### src/rtl/microsequencer.sv
// Clocked microinstruction sequencer: owns the T-state counter, decodes the 16-bit
// microinstruction into bus strobes, latches ALU flags and stalls on device transfers.
module microsequencer #(
    parameter int TSTEP_BITS  = 3,
    parameter int OPCODE_BITS = 8,
    parameter bit DEV_STALL   = 1'b1
) (
    input  logic                              clk,
    input  logic                              reset,
    input  logic [OPCODE_BITS-1:0]            opcode,
    input  logic [15:0]                       uinstr,
    input  logic                              alu_z,
    input  logic                              alu_lt,
    input  logic                              alu_c,
    input  logic                              dev_ready,
    output logic [OPCODE_BITS+TSTEP_BITS-1:0] uaddr,
    output logic [TSTEP_BITS-1:0]             tstate,
    output logic [7:0]                        out_en,
    output logic                              eo,
    output logic [5:0]                        alu_flags,
    output logic                              ce,
    output logic [7:0]                        in_en,
    output logic                              pc_inc,
    output logic                              jump,
    output logic                              dev_req,
    output logic [2:0]                        flags_q
);

    localparam logic [2:0] DEV_CODE = 3'd6;

    logic [TSTEP_BITS-1:0] tstate_q, tstate_d;
    logic [2:0]            flags_d;
    logic [2:0]            bus_out, bus_in;
    logic                  rt, dev_out, dev_in, stall, live, gt;
    logic                  unused_bit0;

    assign unused_bit0 = uinstr[0];

    // Field decode; which meaning a shared bit carries depends on eo.
    assign eo        = ~uinstr[15];
    assign bus_out   = uinstr[14:12];
    assign bus_in    = uinstr[7:5];
    assign alu_flags = uinstr[14:9];
    assign rt        = ~eo & uinstr[11];

    assign dev_out = ~eo & (bus_out == DEV_CODE);
    assign dev_in  = bus_in == DEV_CODE;
    assign dev_req = DEV_STALL & (dev_out | dev_in) & ~reset;
    assign stall   = dev_req & ~dev_ready;

    // Strobes fire only when the sequencer is actually going to advance.
    assign live = ~reset & ~stall;

    always_comb begin
        out_en = '0;
        if (!eo) begin
            out_en[bus_out] = 1'b1;
        end
    end

    always_comb begin
        in_en = '0;
        if (live && bus_in != 3'd0) begin
            in_en[bus_in] = 1'b1;
        end
    end

    assign ce     = live & eo & uinstr[8];
    assign pc_inc = live & ~eo & uinstr[10];

    // Jumps test the flags latched before this edge, never the live ALU outputs.
    assign gt   = ~flags_q[2] & ~flags_q[1];
    assign jump = live & ((uinstr[4] & flags_q[2]) | (uinstr[3] & gt) |
                          (uinstr[2] & flags_q[1]) | (uinstr[1] & flags_q[0]));

    always_comb begin
        tstate_d = tstate_q;
        flags_d  = flags_q;
        if (!stall) begin
            if (rt || tstate_q == '1) begin
                tstate_d = '0;
            end else begin
                tstate_d = tstate_q + TSTEP_BITS'(1);
            end
        end
        if (ce) begin
            flags_d = {alu_z, alu_lt, alu_c};
        end
    end

    // NOTE: state registers use non-blocking assignments; reset is synchronous here.
    always_ff @(posedge clk) begin
        if (reset) begin
            tstate_q <= '0;
            flags_q  <= '0;
        end else begin
            tstate_q <= tstate_d;
            flags_q  <= flags_d;
        end
    end

    assign tstate = tstate_q;
    assign uaddr  = {opcode, tstate_q};

endmodule

### config.mk
export PLATFORM = sky130hd
export DESIGN_NAME = microsequencer
export DESIGN_NICKNAME = d
export VERILOG_FILES = /design/src/rtl/microsequencer.sv
export SDC_FILE = /design/constraint.sdc
export NUM_CORES = 1
export LEC_CHECK = 0
export BUFFER_PORTS_ARGS = -buffer_cell sky130_fd_sc_hd__buf_2
export CORE_MARGIN = 5
export CORE_UTILIZATION = 34
export DETAILED_ROUTE_END_ITERATION = 16
export GPL_ROUTABILITY_DRIVEN = 0
export PLACE_DENSITY = 0.84
export SYNTH_ARGS = -nofsm -noshare
export SYNTH_HDL_FRONTEND = slang
export SYNTH_SLANG_ARGS = --single-unit
export TNS_END_PERCENT = 10
### constraint.sdc
create_clock -name clk -period 2 [get_ports clk]
set_input_delay 0.1 -clock clk [delete_from_list [all_inputs] [get_ports clk]]
set_output_delay 0.1 -clock clk [all_outputs]
set_load 0.05 [all_outputs]
# == After elaboration in Yosys (flattened, before gate mapping) ==
# Cells that the tools add are included.
# word_totals
register_bits,6
in_bits,30
# op_classes
n_addsub,1
magnitude_cmp,4
eq_ne,3
mux,7
bitwise,25
n_reduce_logical,5
# ops
op,n
8-bit two-way mux,2
1-bit AND,15
"3-bit == test, second input constant",3
"3-bit by 4-bit less-than comparator with 1-bit output, second input constant",2
1-bit demux with 3-bit select,2
"3-bit by 1-bit greater-or-equal comparator with 1-bit output, second input constant",2
1-bit NOT,6
1-bit bitwise OR,4
"3-bit by 1-bit adder with 3-bit output, second input constant",1
1-bit logical AND,3
3-bit two-way mux,1
3-bit nonzero test,1
1-bit two-way mux,2
1-bit logical OR,1

# == Depth between registers and ports, before layout ==
# Gate-level depths: netlist of run 1.
# depth
word_depth,9
ltp_mapped,5
mapped_depth_nobuf,5

# == Least setup slack after synthesis of run 1 ==
# No wires, ideal clock.
# synth_timing
kind,input to output
start,input uinstr[13]
end,output in_en[1]
arrival_time_ps,2078
path_slack_ps,-178
path_stages,4
path_cell_list,and4b_4 > nor2_1 > o21bai_1 > nor4_1
# synth_via
elab_chain_cells,9
# synth_rtl
element,line_no,source
from (decl),11,"input logic [15:0] uinstr,"
3-bit == test,46,assign dev_out = ~eo & (bus_out == DEV_CODE);
1-bit AND,46,
1-bit bitwise OR,48,assign dev_req = DEV_STALL & (dev_out | dev_in) & ~reset;
1-bit AND,48,
1-bit AND,49,assign stall = dev_req & ~dev_ready;
1-bit NOT,52,assign live = ~reset & ~stall;
1-bit AND,52,
1-bit logical AND,63,if (live && bus_in != 3'd0) begin
8-bit two-way mux,63,
to (decl),22,"output logic [7:0] in_en,"
# Every way passes these cells.

# == Final worst setup path of run 1 ==
# layout_timing
start,input uinstr[7]
end,output in_en[3]
# layout_via
elab_chain_cells,8
word_cells_on_any_way,14
cone_classes,order compare (2); eq/ne (1); mux (3); bitwise (5); reduce/logical (3)
# layout_rtl
element,line_no
"parallel branches: the longest is 7 deep, another holds 3-bit by 4-bit less-than comparator with 1-bit output",-
8-bit two-way mux (*),63
# Every way passes the cells marked *.

==> metrics.yaml, run 1 <==
run_status:
  status: "finished clean"
cts:
  htree_levels: 1
  max-clock-path-buffers: 2
  numCtsBuffers: 3
  cts_tree: "yes"
  cts_sinks: 6
  cts_setup_buffers: 0
  clock_latency_ns: 0.23
  path_clk_slew_ns: 0.04
  cts-resized-gates: 0
  postCtsHoldBufs: 0
  clockRootBuffer: "clkbuf_4"
synth:
  yosysSeqAreaShare_pct: 20.2
  synth.cells.most_frequent: "18 x buf_4, 10 x nor2_1, 8 x nand2_1"
  synth_most_common_cell: "buf_4"
  synth_ff_type: "dfxtp_1"
  synth_edf_count: 0
  syn_area_per_cell_sq_um: 7.73
  ys_seq_elements: 6
  netlist_area_sq_um: 596
  yosysTopAreaCellShare_pct: 22.7
  syn_inst: 77
  netlist-cell-type-count: 26
  synthArstFlopShare_pct: 0
  yosys_warnings: 0
  synth_fp_nets: 109
  synthTopCellsByArea: "buf_4 23%, dfxtp_1 20%, nor2_1 6.3%"
  synth_top_area_cell: "buf_4"
global_routing:
  grt_pass1_vias: 578
  grt_pass1_wl_mm: 2.45
  grt_max_degree: 8
  antenna_found_initial: 0
  grt_util_all_layers_pct: 11.4
  grt.overflow.total: 0
power:
  power_density_nw_per_um2: 592
  power_uw: 459
  ir_drop_v: 0.000317
  p_leak_uw: 0.000453
worst_setup_path:
  rr_worst_depth: 5
  crit_path_start: "uinstr[7]"
  reg2reg_slack_ns: 0.78
  critPathArrivalTime_ns: 1.44
  critPathLaunchType: "input pin"
  cp_max_fo: 7
  reg2reg_to: "tstate[0]$_SDFFE_PP0N_"
  endpoint_kind: "primary output"
  critPathKind: "in2out"
  worstPathRequired_ns: 1.90
  endpoint: "in_en[3]"
  r2r_start: "tstate[0]$_SDFFE_PP0N_"
placement:
  placed_area_sq_um: 753
  hpwl_mm: 1.45
  dp.cells: 129
  numPortBuffers: 53
timing:
  max_freq_mhz: 647
  finClkSkew_ns: 0.0000446
  finalHoldViolations: 0
  period_minus_slack_ns: 1.54
  final-setup-viol-count: 0
  min_period_over_period_pct: 77.2
  slew_viol_final: 0
  rsz0062_at_grt: "false"
  holdWs_ns: 0.0884
  timing.setup.tns_ns: 0
drt:
  drtPass1Iterations: 4
  dr_wl_met3_microns: 132
  drc: 0
  vias_per_cell: 4.91
  wl_per_cell_microns: 12.4
  drt-initial-drc-count: 8
  vias: 648
  routed_wl_mm: 1.63
  wl_met2_microns: 866
  wl_met1_microns: 633
  drt.antenna.violating_nets: 0
  maxUsedRoutingLayer: "met3"
die:
  boundaryPins: 74
  core_area_sq_um: 1690
  start_util_pct: 35.3
  die_w_microns: 51.9
  dieArea_sq_um: 2690
  die_h_microns: 51.9
  rows: 15
cells_and_area:
  ff_latch_area_sq_um: 120
  final_cells: 132
  final_cell_area_sq_um: 776
  multiInputGateArea_sq_um: 335
  drive_gt1_share_pct: 56.5
  diodes: 0
  final_nets: 149
  n_fill_cell: 183
  area_growth_pct: 30.3
hold_path:
  worstHoldStart: "alu_c"
  min_path_type: "in2reg"
flow_run:
  cap_violations: 0
cells in the final DEF (no fill, tap or decap):
cell      count
nor2b_1       1
nand2_1       8
a22o_2        3
o21bai_1      2
and4b_4       1
and2_4        1
or2b_1        1
and4bb_2      1
a222oi_1      1
dfxtp_1       6
ha_1          2
inv_1         3
clkbuf_4      3
o21ai_0       1
a32o_1        2
nand2b_1      1
nor3_1        6
nor3b_1       1
a21oi_1       2
conb_1        1
buf_2        53
o21a_1        1
nor4_2        1
and3b_1       1
nor2_1       10
and3_2        1
a211oi_4      1
per-stage QoR:
stage | setup slack (ns) | utilization, %
final | 0.455 | 45.9
after global routing | 0.317 | 45.9
after detailed placement | 0.454 | 44.6
after CTS | 0.438 | 45.9
after global placement | 0.522 | 44.6
after floorplan | 0.0133 | -
metal layers:
metal,up-vias,global-route usage (%)
met4,0,2.62
met2,24,23.0
met5,-,0
li1,326,-
met1,298,12.0
met3,0,1.72
layout make-up:
class	count	share of cell area [%]
clock buffers	3	2.90
inverters	3	1.45
multi-input cells	50	43.2
flip-flops and latches	6	15.5
well taps	17	2.74
repair buffers	53	34.2
registers in the layout (all words and copies together), names as in the netlist:
signal   flops
flags_q      3
tstate       3
how the worst min path moves through the flow:
stage                                    to  cells after the start  slack, ns
finish              flags_q[0]$_SDFFE_PP0P_                      2       0.09
global route        flags_q[2]$_SDFFE_PP0P_                      2       0.09
CTS                 flags_q[2]$_SDFFE_PP0P_                      2       0.09
detailed placement                 uaddr[6]                      0       0.20
global placement                   uaddr[6]                      0       0.20
floorplan           flags_q[0]$_SDFFE_PP0P_                      1       0.24
power by group:
group / switching (uW) / total, uW / internal [uW]
combinational: 163 / 219 / 56.6
sequential: 7.47 / 135 / 128
clock: 37.5 / 105 / 67.5
cells by family (layout without fill, tap and decap cells):
logic type	Yosys count	count (layout)	synth area share [%]
AO/OA/AOI/OAI	13	13	19.7
adder cells (fa/ha/maj)	2	2	4.20
buffers and inverters	21	59	24.6
flip-flops	6	6	20.2
other	1	1	0.630
AND/OR/NAND/NOR	34	34	30.7
critical path: stages:
cell and delay, ns:
buf_2 0.14, and4bb_2 0.26, a211oi_4 0.31, nand2_1 0.17, nor3_1 0.17, buf_2 0.30
(Power assumes the default switching activity.)
==> run 2: changes to the inputs <==
Settings changed: ABC_AREA set to 1, CORE_UTILIZATION 34 to 31, PLACE_DENSITY 0.84 to 0.76.
Clock period 2 ns to 1.4 ns, I/O delays scaled along.
==> run 2 against run 1 <==
Non-clock buffer count is 1 higher. Routed wire length is 8.0% higher. Register-to-register slack worse by 0.61 ns. Die area is 22% higher. Critical endpoint is now tstate[1]$_SDFFE_PP0N_. Clock skew hardly changed. Via count is 16% higher. Critical path depth is 1 lower. Combinational power is 55% higher. Flip-flop and latch count stayed put. Utilization is 5.0 points lower. Worst setup slack worse by 0.29 ns.
==> metrics.yaml, run 2 <==
run_status:
  status: "finished clean"  # unchanged
worst_setup_path:
  critPathLaunchType: "flip-flop"  # was input pin
  endpoint_kind: "flip-flop"  # was primary output
  reg2reg_to: "tstate[1]$_SDFFE_PP0N_"  # was tstate[0]$_SDFFE_PP0N_
  path_common_cell: "ha_1"  # was buf_2
  slowest_delay_ns: 0.33  # was 0.31 ns
  worstPathRequired_ns: 1.58  # was 1.90 ns
  r2r_start: "tstate[0]$_SDFFE_PP0N_"  # unchanged
  cp_cell_sequence: "ha_1, ha_1, a21oi_1, nand2_1, o21ai_2"  # was buf_2, and4bb_2, a211oi_4, nand2_1, nor3_1, buf_2
  reg2reg_slack_ns: 0.17  # was 0.78 ns
  critPathKind: "reg2reg"  # was in2out
  critPathArrivalTime_ns: 1.41  # was 1.44 ns
  rr_worst_depth: 5  # unchanged
  cpMaxStageDelayCell: "dfxtp_1"  # was a211oi_4
  cp_max_fo: 5  # was 7
synth:
  netlist_area_sq_um: 692  # was 596 sq um
  synthArstFlopShare_pct: 0  # unchanged
  synth_edf_count: 0  # unchanged
  synth_top_area_cell: "buf_4"  # unchanged
  synthTopCellsByArea: "buf_4 20%, dfxtp_1 17%, nand2_1 11%"  # was buf_4 23%, dfxtp_1 20%, nor2_1 6.3%
  ys_seq_elements: 6  # unchanged
  synth_fp_nets: 142  # was 109
  yosys_warnings: 0  # unchanged
  yosysTopAreaCellShare_pct: 19.5  # was 22.7%
  netlist-cell-type-count: 20  # was 26
  syn_inst: 110  # was 77
  yosysSeqAreaShare_pct: 17.4  # was 20.2%
  syn_area_per_cell_sq_um: 6.29  # was 7.73 sq um
  synth_ff_type: "dfxtp_1"  # unchanged
  synth.cells.most_frequent: "20 x nand2_1, 18 x buf_4, 17 x inv_1, 17 x nor2_1, 13 x nand3_1"  # was 18 x buf_4, 10 x nor2_1, 8 x nand2_1
  synth_most_common_cell: "nand2_1"  # was buf_4
power:
  p_clk_share_pct: 22.6  # was 22.8%
  ir_drop_v: 0.000655  # was 0.000317 V
  seqPwrFrac_pct: 28.1  # was 29.4%
  power_uw: 686  # was 459 uW
  combinationalPowerShare_pct: 49.3  # was 47.7%
  swShare_pct: 47.3  # was 45.2%
  p_leak_uw: 0.000581  # was 0.000453 uW
  switching_power_uw: 324  # was 207 uW
  power_density_nw_per_um2: 774  # was 592 nW/um^2
  intPower_uw: 362  # was 252 uW
global_routing:
  grt_util_all_layers_pct: 10.9  # was 11.4%
  antenna_found_initial: 0  # unchanged
  grt_pass1_vias: 669  # was 578
  grt_max_degree: 10  # was 8
  grt_pass1_wl_mm: 2.89  # was 2.45 mm
  grt.overflow.total: 0  # unchanged
die:
  die_h_microns: 57.2  # was 51.9 microns
  die_w_microns: 57.2  # was 51.9 microns
  dieArea_sq_um: 3280  # was 2690 sq um
  start_util_pct: 31.9  # was 35.3%
  boundaryPins: 74  # unchanged
  core_area_sq_um: 2170  # was 1690 sq um
  rows: 17  # was 15
hold_path:
  whs_endpoint: "flags_q[0]$_SDFFE_PP0P_"  # unchanged
  worstHoldStart: "alu_c"  # unchanged
  whs_path_depth: 3  # was 2
  min_path_type: "in2reg"  # unchanged
cells_and_area:
  diodes: 0  # unchanged
  n_fill_cell: 253  # was 183
  area_growth_pct: 28.2  # was 30.3%
  fin_util_pct: 40.9  # was 45.9%
  ff_latch_area_sq_um: 120  # unchanged
  drive_gt1_share_pct: 46.3  # was 56.5%
  final_cell_mix: "53 x buf_2, 20 x nand2_1, 17 x inv_1, 17 x nor2_1, 13 x nand3_1"  # was 53 x buf_2, 10 x nor2_1, 8 x nand2_1
  multiInputGateArea_sq_um: 365  # was 335 sq um
  final_nets: 183  # was 149
  final_cells: 177  # was 132
  layout_commonest_cell: "buf_2"  # unchanged
cts:
  clockRootBuffer: "clkbuf_4"  # unchanged
  max-clock-path-buffers: 2  # unchanged
  cts_sinks: 6  # unchanged
  path_clk_slew_ns: 0.04  # about the same
  cts_setup_buffers: 0  # unchanged
  postCtsHoldBufs: 0  # unchanged
  htree_levels: 1  # unchanged
  numCtsBuffers: 3  # unchanged
  cts_tree: "yes"  # unchanged
  cts-resized-gates: 0  # unchanged
  clock_latency_ns: 0.24  # was 0.23 ns
timing:
  rsz0062_at_grt: "false"  # unchanged
  period_minus_slack_ns: 1.23
  min_period_over_period_pct: 87.9
  slew_viol_final: 0  # unchanged
  timing.setup.tns_ns: 0  # unchanged
  finalHoldViolations: 0  # unchanged
  final-setup-viol-count: 0  # unchanged
  max_freq_mhz: 813
  finClkSkew_ns: 0.000102  # was 0.0000446 ns
  holdWs_ns: 0.0609  # was 0.0884 ns
drt:
  routed_wl_mm: 1.76  # was 1.63 mm
  vias: 752  # was 648
  drtPass1Iterations: 2  # was 4
  drt.antenna.violating_nets: 0  # unchanged
  drt-initial-drc-count: 13  # was 8
  wl_per_cell_microns: 9.96  # was 12.4 microns
  vias_per_cell: 4.25  # was 4.91
  drc: 0  # unchanged
flow_run:
  cap_violations: 0  # unchanged
placement:
  numPortBuffers: 53  # unchanged
  dp.cells: 174  # was 129
  hpwl_mm: 1.58  # was 1.45 mm
-- run 2: metal layers --
metal	global-route usage, %	vias up	routed length, microns
met3	6.33	0	194
li1	-	397	-
met4	0.331	0	0
met1	11.3	330	632
met5	0	-	0
met2	20.1	25	936
-- run 2: final cells by class --
cell class	count	area share, %
Multi-Input combinational cell	67	41.2
Clock buffer	3	2.54
Inverter	19	8.04
Timing Repair Buffer	54	30.7
Tap cell	28	3.95
Sequential cell	6	13.5
-- run 2: through the flow --
stage               worst slack (ns)  area, sq um
finish                         0.170          887
global route                  0.0487          887
CTS                            0.162          887
detailed placement             0.173          865
global placement               0.185          865
floorplan                     -0.383          692
-- run 2: cell families after synthesis --
| kind of cell | count (synthesis) | share of synthesized area (%) |
|---|---|---|
| compound gates | 5 | 6.51 |
| fa+ha+maj | 2 | 3.62 |
| buf+inv | 37 | 29.8 |
| simple gates | 59 | 42.1 |
| other cells | 1 | 0.542 |
| flops | 6 | 17.4 |
-- run 2: power by group through the flow --
| stage | Clock [uW] | Combinational [uW] | Sequential [uW] |
|---|---|---|---|
| after global routing | 177 | 363 | 195 |
| after global placement | 0 | 339 | 196 |
| after CTS | 159 | 342 | 193 |
| after detailed placement | 0 | 341 | 196 |
| final | 155 | 339 | 193 |
| after floorplan | 0 | 295 | 234 |
-- run 2: critical path, delay by kind of cell, from the launching register on --
kind	cells	cell delay, ns
adders and majority gates	2	0.38
AOI/OAI and AO/OA	2	0.35
DFF	1	0.33
and+or+nand+nor	1	0.10
-- run 2: worst max path at each step --
stage	startpoint	endpoint	slack, ns	depth (start not counted)
after floorplan	uinstr[15]	in_en[4]	-0.38	7
after global placement	tstate[0]$_SDFFE_PP0N_	tstate[1]$_SDFFE_PP0N_	0.18	5
after detailed placement	tstate[0]$_SDFFE_PP0N_	tstate[1]$_SDFFE_PP0N_	0.17	5
after CTS	tstate[0]$_SDFFE_PP0N_	tstate[1]$_SDFFE_PP0N_	0.16	5
after global routing	tstate[0]$_SDFFE_PP0N_	tstate[1]$_SDFFE_PP0N_	0.05	5
final	tstate[0]$_SDFFE_PP0N_	tstate[1]$_SDFFE_PP0N_	0.17	5
